### src/rtl/pipe_stage_reg_if.sv
// pipe_stage_reg_if: valid/ready handshake carrying one control word and one datapath word.
interface pipe_stage_reg_if #(
  parameter int CTRL_W = 8,
  parameter int DATA_W = 16
);
  logic              valid;
  logic              ready;
  logic [CTRL_W-1:0] ctrl;
  logic [DATA_W-1:0] data;
  modport master(output valid, ctrl, data, input ready);
  modport slave(input valid, ctrl, data, output ready);
endinterface

### src/rtl/pipe_stage_reg.sv
// pipe_stage_reg: pipeline boundary register with two-entry skid buffer, flush and bubble-masked control.
module pipe_stage_reg #(
  parameter int                DATA_W      = 16,
  parameter int                CTRL_W      = 8,
  parameter logic [CTRL_W-1:0] CTRL_BUBBLE = '0,
  parameter int                CNT_W       = 8
) (
  input  logic                 clk,
  input  logic                 rst_n,
  input  logic                 flush_i,
  pipe_stage_reg_if.slave      in_if,
  pipe_stage_reg_if.master     out_if,
  output logic [1:0]           occupancy_o,
  output logic [CNT_W-1:0]     stall_cnt_o
);
  logic              main_v_q, skid_v_q, main_v_d, skid_v_d;
  logic [CTRL_W-1:0] main_ctrl_q, skid_ctrl_q;
  logic [DATA_W-1:0] main_data_q, skid_data_q;
  logic [CNT_W-1:0]  stall_q;
  logic              in_fire, out_fire, ld_main_in, ld_main_skid, ld_skid, stall;
  always_comb begin
    in_fire      = in_if.valid & ~skid_v_q & ~flush_i;
    out_fire     = out_if.valid & out_if.ready;
    ld_main_in   = in_fire & (~main_v_q | out_fire);
    // skid refills main when main drains, and also recovers the unreachable (0,1) state
    ld_main_skid = skid_v_q & ~flush_i & (out_fire | ~main_v_q);
    ld_skid      = in_fire & main_v_q & ~out_fire;
    stall        = out_if.valid & ~out_if.ready;
    main_v_d     = ~flush_i & (ld_main_in | ld_main_skid | (main_v_q & ~out_fire));
    skid_v_d     = ~flush_i & (ld_skid | (skid_v_q & main_v_q & ~out_fire));
  end
  always_ff @(posedge clk or negedge rst_n)
    if (!rst_n) begin
      main_v_q    <= 1'b0;
      skid_v_q    <= 1'b0;
      main_ctrl_q <= '0;
      main_data_q <= '0;
      skid_ctrl_q <= '0;
      skid_data_q <= '0;
      stall_q     <= '0;
    end else begin
      main_v_q <= main_v_d;
      skid_v_q <= skid_v_d;
      if (ld_main_in) begin
        main_ctrl_q <= in_if.ctrl;
        main_data_q <= in_if.data;
      end else if (ld_main_skid) begin
        main_ctrl_q <= skid_ctrl_q;
        main_data_q <= skid_data_q;
      end
      if (ld_skid) begin
        skid_ctrl_q <= in_if.ctrl;
        skid_data_q <= in_if.data;
      end
      if (stall & ~&stall_q) stall_q <= stall_q + 1'b1;
    end
  assign in_if.ready  = ~skid_v_q;
  assign out_if.valid = main_v_q & ~flush_i;
  assign out_if.ctrl  = main_v_q ? main_ctrl_q : CTRL_BUBBLE;
  assign out_if.data  = main_data_q;
  assign occupancy_o  = {1'b0, main_v_q} + {1'b0, skid_v_q};
  assign stall_cnt_o  = stall_q;
endmodule

### src/flat_wrapper.sv
// flat-port wrapper written by rule: the top's interface ports become plain ports
module pipe_stage_reg_flat 
#(
  parameter int                DATA_W      = 16,
  parameter int                CTRL_W      = 8,
  parameter logic [CTRL_W-1:0] CTRL_BUBBLE = '0,
  parameter int                CNT_W       = 8
)
  (clk, rst_n, flush_i, occupancy_o, stall_cnt_o, in_if_valid, in_if_ctrl, in_if_data, in_if_ready, out_if_valid, out_if_ctrl, out_if_data, out_if_ready);
  pipe_stage_reg_if #(.CTRL_W(CTRL_W), .DATA_W(DATA_W)) in_if_i ();
  pipe_stage_reg_if #(.CTRL_W(CTRL_W), .DATA_W(DATA_W)) out_if_i ();
  input  logic clk;
  input  logic rst_n;
  input  logic flush_i;
  output logic [1:0] occupancy_o;
  output logic [CNT_W-1:0] stall_cnt_o;
  input wire logic [$bits(in_if_i.valid)-1:0] in_if_valid;
  input wire logic [$bits(in_if_i.ctrl)-1:0] in_if_ctrl;
  input wire logic [$bits(in_if_i.data)-1:0] in_if_data;
  output wire logic [$bits(in_if_i.ready)-1:0] in_if_ready;
  output wire logic [$bits(out_if_i.valid)-1:0] out_if_valid;
  output wire logic [$bits(out_if_i.ctrl)-1:0] out_if_ctrl;
  output wire logic [$bits(out_if_i.data)-1:0] out_if_data;
  input wire logic [$bits(out_if_i.ready)-1:0] out_if_ready;
  assign in_if_i.valid = in_if_valid;
  assign in_if_i.ctrl = in_if_ctrl;
  assign in_if_i.data = in_if_data;
  assign in_if_ready = in_if_i.ready;
  assign out_if_valid = out_if_i.valid;
  assign out_if_ctrl = out_if_i.ctrl;
  assign out_if_data = out_if_i.data;
  assign out_if_i.ready = out_if_ready;
  pipe_stage_reg #(.DATA_W(DATA_W), .CTRL_W(CTRL_W), .CTRL_BUBBLE(CTRL_BUBBLE), .CNT_W(CNT_W)) u_core (.clk(clk), .rst_n(rst_n), .flush_i(flush_i), .in_if(in_if_i), .out_if(out_if_i), .occupancy_o(occupancy_o), .stall_cnt_o(stall_cnt_o));
endmodule
### config.mk
export PLATFORM = sky130hd
export DESIGN_NAME = pipe_stage_reg_flat
export DESIGN_NICKNAME = d
export VERILOG_FILES = /design/src/rtl/pipe_stage_reg_if.sv /design/src/rtl/pipe_stage_reg.sv /design/src/flat_wrapper.sv
export SDC_FILE = /design/constraint.sdc
export NUM_CORES = 1
export LEC_CHECK = 0
export CAP_MARGIN = 0
export CORE_MARGIN = 10
export CORE_UTILIZATION = 48
export DETAILED_ROUTE_END_ITERATION = 6
export HOLD_SLACK_MARGIN = 0.12
export PLACE_DENSITY = 0.84
export RECOVER_POWER = 25
export SLEW_MARGIN = 20
export SYNTH_ARGS = -nofsm -noshare
export SYNTH_HDL_FRONTEND = slang
export SYNTH_SLANG_ARGS = --single-unit
### constraint.sdc
create_clock -name clk -period 2 [get_ports clk]
set_input_delay 0.3 -clock clk [delete_from_list [all_inputs] [get_ports clk]]
set_output_delay 0.3 -clock clk [all_outputs]
set_load 0.01 [all_outputs]
# ---- Word level (Yosys, flattened, before mapping)
# Cells that the tools add are included.
dict set report word_totals {
  ff_bits 58
  elab_cells 42
}
dict set report classes {
  addsub 2
  n_reduce_logical 3
  bitwise_logic 25
  mux 5
}
# op n
set ops {}
lappend ops {{16-bit 2-to-1 mux} 2}
lappend ops {{8-bit 2-to-1 mux} 3}
lappend ops {{1-bit AND} 16}
lappend ops {{8-bit by 1-bit adder with 8-bit output, second input constant} 1}
lappend ops {{8-bit AND reduction} 1}
lappend ops {{1-bit inverter} 5}
lappend ops {{1-bit OR} 4}
lappend ops {{1-bit by 1-bit adder with 2-bit output} 1}
lappend ops {{2-bit nonzero test} 1}
lappend ops {{1-bit zero test} 1}

# ---- Depth between registers and ports, before layout
dict set report logic_depth {
  ltp_word 8
  ltp_mapped 6
  depth_no_buf 4
}

# ---- Worst setup path before layout
# No wires, ideal clock.
dict set report synth_path {
  path_type {reg-to-reg}
  from {register u_core.main_v_q}
  to {register u_core.main_data_q[10] (netlist: u_core.out_if.data[10])}
  setup_ps 132
  slack_ps 514
  synth_period_minus_slack_ps 1486
  arrival_time_ps 1354
  path_stages_with_launch 7
  path_cell_list {dfrtp_1 -> nor2b_2 -> or3_1 -> buf_2 -> buf_6 -> nand2_1 -> o21ai_1}
}
dict set report synth_between {
  elab_chain_len 5
  word_cells_on_any_way 8
  classes_between {mux (1); bitwise (6); reduce/logical (1)}
}
# item line_no
set synth_lines {}
lappend synth_lines {{start: declaration} pipe_stage_reg.sv:16} ;# logic main_v_q, skid_v_q, main_v_d, skid_v_d;
lappend synth_lines {{start signal: assignment} pipe_stage_reg.sv:42} ;# main_v_q <= main_v_d;
lappend synth_lines {{1-bit AND} pipe_stage_reg.sv:58} ;# assign out_if.valid = main_v_q & ~flush_i;
lappend synth_lines {{1-bit AND} pipe_stage_reg.sv:23} ;# out_fire = out_if.valid & out_if.ready;
lappend synth_lines {{1-bit OR *} {pipe_stage_reg.sv:24, pipe_stage_reg.sv:26}}
lappend synth_lines {{1-bit AND (on tied branches)} {pipe_stage_reg.sv:24, pipe_stage_reg.sv:26}}
lappend synth_lines {{16-bit 2-to-1 mux / 2-bit nonzero test (equally long branches)} --}
lappend synth_lines {{end signal: assignment} pipe_stage_reg.sv:46} ;# main_data_q <= in_if.data;
lappend synth_lines {{end signal: assignment} pipe_stage_reg.sv:49} ;# main_data_q <= skid_data_q;
lappend synth_lines {{end: declaration} pipe_stage_reg.sv:18} ;# logic [DATA_W-1:0] main_data_q, skid_data_q;
# Every way passes the cells marked *; elsewhere a longest branch is shown, timed or not.
# A chain may end at the register's enable or synchronous reset.

# ---- Final worst setup path
dict set report layout_path {
  from {register u_core.main_v_q}
  to {output port occupancy_o[0]}
}
dict set report layout_between {
  elab_chain_len 1
}
# item line_no
set layout_lines {}
lappend layout_lines {{1-bit by 1-bit adder with 2-bit output} pipe_stage_reg.sv:61} ;# assign occupancy_o = {1'b0, main_v_q} + {1'b0, skid_v_q};
lappend layout_lines {{end: declaration} flat_wrapper.sv:15} ;# output logic [1:0] occupancy_o;
# Every way passes these cells.

==> reports/qor.csv <==
metric,value,unit
startpoint_type,flop,
cts_tree,done,
ys_warn_count,0,
final_nets,319,
drtPass1Iterations,4,
final.min_clock_period,1.89,ns
critical_path_class,reg2out,
setup_violations,0,
setup_slack,0.106,ns
core,5110,µm²
areaGrowthSynthToFinish,37.6,%
overflow,0,
initial_utilization,49.6,%
vias,1892,
powerDensity,1050,nW/µm²
tightestPinTransition,0.356,ns
maxSlewViolCount,0,
cts_sinks,58,
ys_seq_elements,58,
ir_drop,0.598,mV
final_area,3490,µm²
routedWlPerCell,16.5,µm
grt_first_pass_wirelength,9990,µm
clk_latency,0.34,ns
netlist_instances,214,
period_share,94.7,%
max_freq,528,MHz
routabilityCongestion,0.803,
cp_max_fo,4,
die_x,92.7,µm
r2r_setup_slack,0.26,ns
fin_skew,0.00949,ns
synth_edf_count,0,
slew_headroom,76.2,%
end_kind,output pin,
row_count,26,
crit_required,1.70,ns
dpl_cell_area,3240,µm²
hp-class,reg2reg,
dieArea,8580,µm²
cts-root-buf,clkbuf_8,
drt_iter0_drc,95,
layout.cells.non_filler,363,
h-tree-depth,3,
hold_ws,0.476,ns
finalHoldViolations,0,
ant_nets,0,
status,completed,
dp_slack,-0.0312,ns
final_common_cell,clkdlybuf4s50_1,
synth.area.top_cells,"dfrtp_1 57%, mux2_1 12%, o22ai_1 5.9%",
seq_area_frac_synth,57.3,%
power,3.66,mW
synth_cell_types,31,
io_buffers,64,
maxCapViolations,0,
finalWirelength,6000,µm
io_pins,65,
drc,0,
grt_max_degree,59,
die_y,92.7,µm
p_leak,1.52,nW
numCtsBuffers,9,
grt_usage,14.7,%
synthArstFlopShare,100,%
drive_gt1_share,11.3,%
syn_area,2530,µm²
synth_top_area_share,57.3,%
grt_pass1_vias,2061,
synth_nets,245,
clockBufferDepth,2,
ys.flop_type,dfrtp_1,
netlist.top_cell.by_area,dfrtp_1,
final_cell_mix,"63 x clkdlybuf4s50_1, 57 x dfrtp_1, 29 x nand2_1",
placed_cells,344,
clk_pin_slew,0.06,ns
dp_hpwl,4160,µm
rsz0062_at_grt,false,
antenna_found_initial,0,
routed_via_density,5.21,
antenna_cells,0,
avgSynthCellArea,11.8,µm²
arrival,1.59,ns
## routing by layer
metal	wire length, µm	vias to the layer above	track usage [%]
li1	-	918	-
met1	2300	922	14.9
met2	3300	40	26.5
met3	235	12	3.31
met4	170	0	9.51
met5	0	-	0
## sequential cells by signal (all words and copies together) (netlist names)
name and count:
u_core.main_ctrl_q 8, u_core.main_v_q 1, u_core.out_if.data 16, u_core.skid_ctrl_q 8
u_core.skid_data_q 16, u_core.skid_v_q 1, u_core.stall_cnt_o 8
## worst paths after layout
path / start / endpoint / cells after the start
max in group asynchronous: rst_n / u_core.main_v_q$_DFF_PN0_ / 3
setup / recovery: u_core.main_v_q$_DFF_PN0_ / occupancy_o[0] / 2
setup reg to reg: u_core.main_v_q$_DFF_PN0_ / u_core.stall_cnt_o[6]$_DFFE_PN0P_ / 5
hold / removal: u_core.main_ctrl_q[5]$_DFFE_PN0P_ / u_core.main_ctrl_q[5]$_DFFE_PN0P_ / 2
min in group asynchronous: rst_n / u_core.out_if.data[7]$_DFFE_PN0P_ / 3
hold reg to reg: u_core.main_ctrl_q[5]$_DFFE_PN0P_ / u_core.main_ctrl_q[5]$_DFFE_PN0P_ / 2
## logic make-up (layout without fill, tap and decap cells)
logic type / after synthesis / count (layout) / share of synthesized area [%]
buffers and inverters: 14 / 93 / 4.30
XOR/XNOR: 3 / 3 / 1.04
multiplexers: 27 / 27 / 12.0
adder cells (fa/ha/maj): 2 / 2 / 0.987
flip-flops: 58 / 58 / 57.3
AO/OA/AOI/OAI: 56 / 56 / 12.3
AND/OR/NAND/NOR: 54 / 54 / 12.0
## synth_stat cells (2+ instances only)
| master | number |
|---|---|
| a21oi_1 | 4 |
| and2_1 | 8 |
| and3_1 | 2 |
| and4_1 | 4 |
| buf_2 | 3 |
| buf_4 | 2 |
| buf_6 | 3 |
| buf_8 | 2 |
| clkbuf_1 | 3 |
| dfrtp_1 | 58 |
| ha_1 | 2 |
| mux2_1 | 26 |
| nand2_1 | 29 |
| nor2_1 | 2 |
| o21ai_1 | 26 |
| o22ai_1 | 24 |
| xnor2_1 | 2 |
## worst max-delay path, stage by stage (launching register included)
cell             delay (ns)
dfrtp_2                0.43
ha_1                   0.29
clkdlybuf4s50_1        0.54
## where the power goes
group / internal [mW] / switching (mW)
Combinational: 0.484 / 0.363
Clock: 0.726 / 0.459
Sequential: 1.45 / 0.169
Total: 2.66 / 0.991
## timing repair
item | CTS | global route
hold buffers | 1 | 0
gates cloned | 0 | 0
setup endpoints to repair | 2 | 1
hold endpoints to repair | 58 | 0
resized for setup | 1 | 0
buffers inserted | 0 | 2
## final cells by class
type                       count  area [µm²]
sequential                    58        1450
multi-input combinational    142         973
clock inverter                 6        80.1
tap                           70        87.6
fill                         414        1620
timing repair buffer          76         752
clock buffer                  10         138
inverter                       1        3.75
## per-stage QoR
| stage | setup TNS [ns] | utilization (%) |
|---|---|---|
| after floorplan | 0 | - |
| after global placement | 0 | 63.5 |
| after detailed placement | -0.0835 | 63.5 |
| after CTS | 0 | 68.0 |
| after global routing | 0 | 68.3 |
| final | 0 | 68.3 |
No activity file was read; power rests on OpenSTA's default activity.
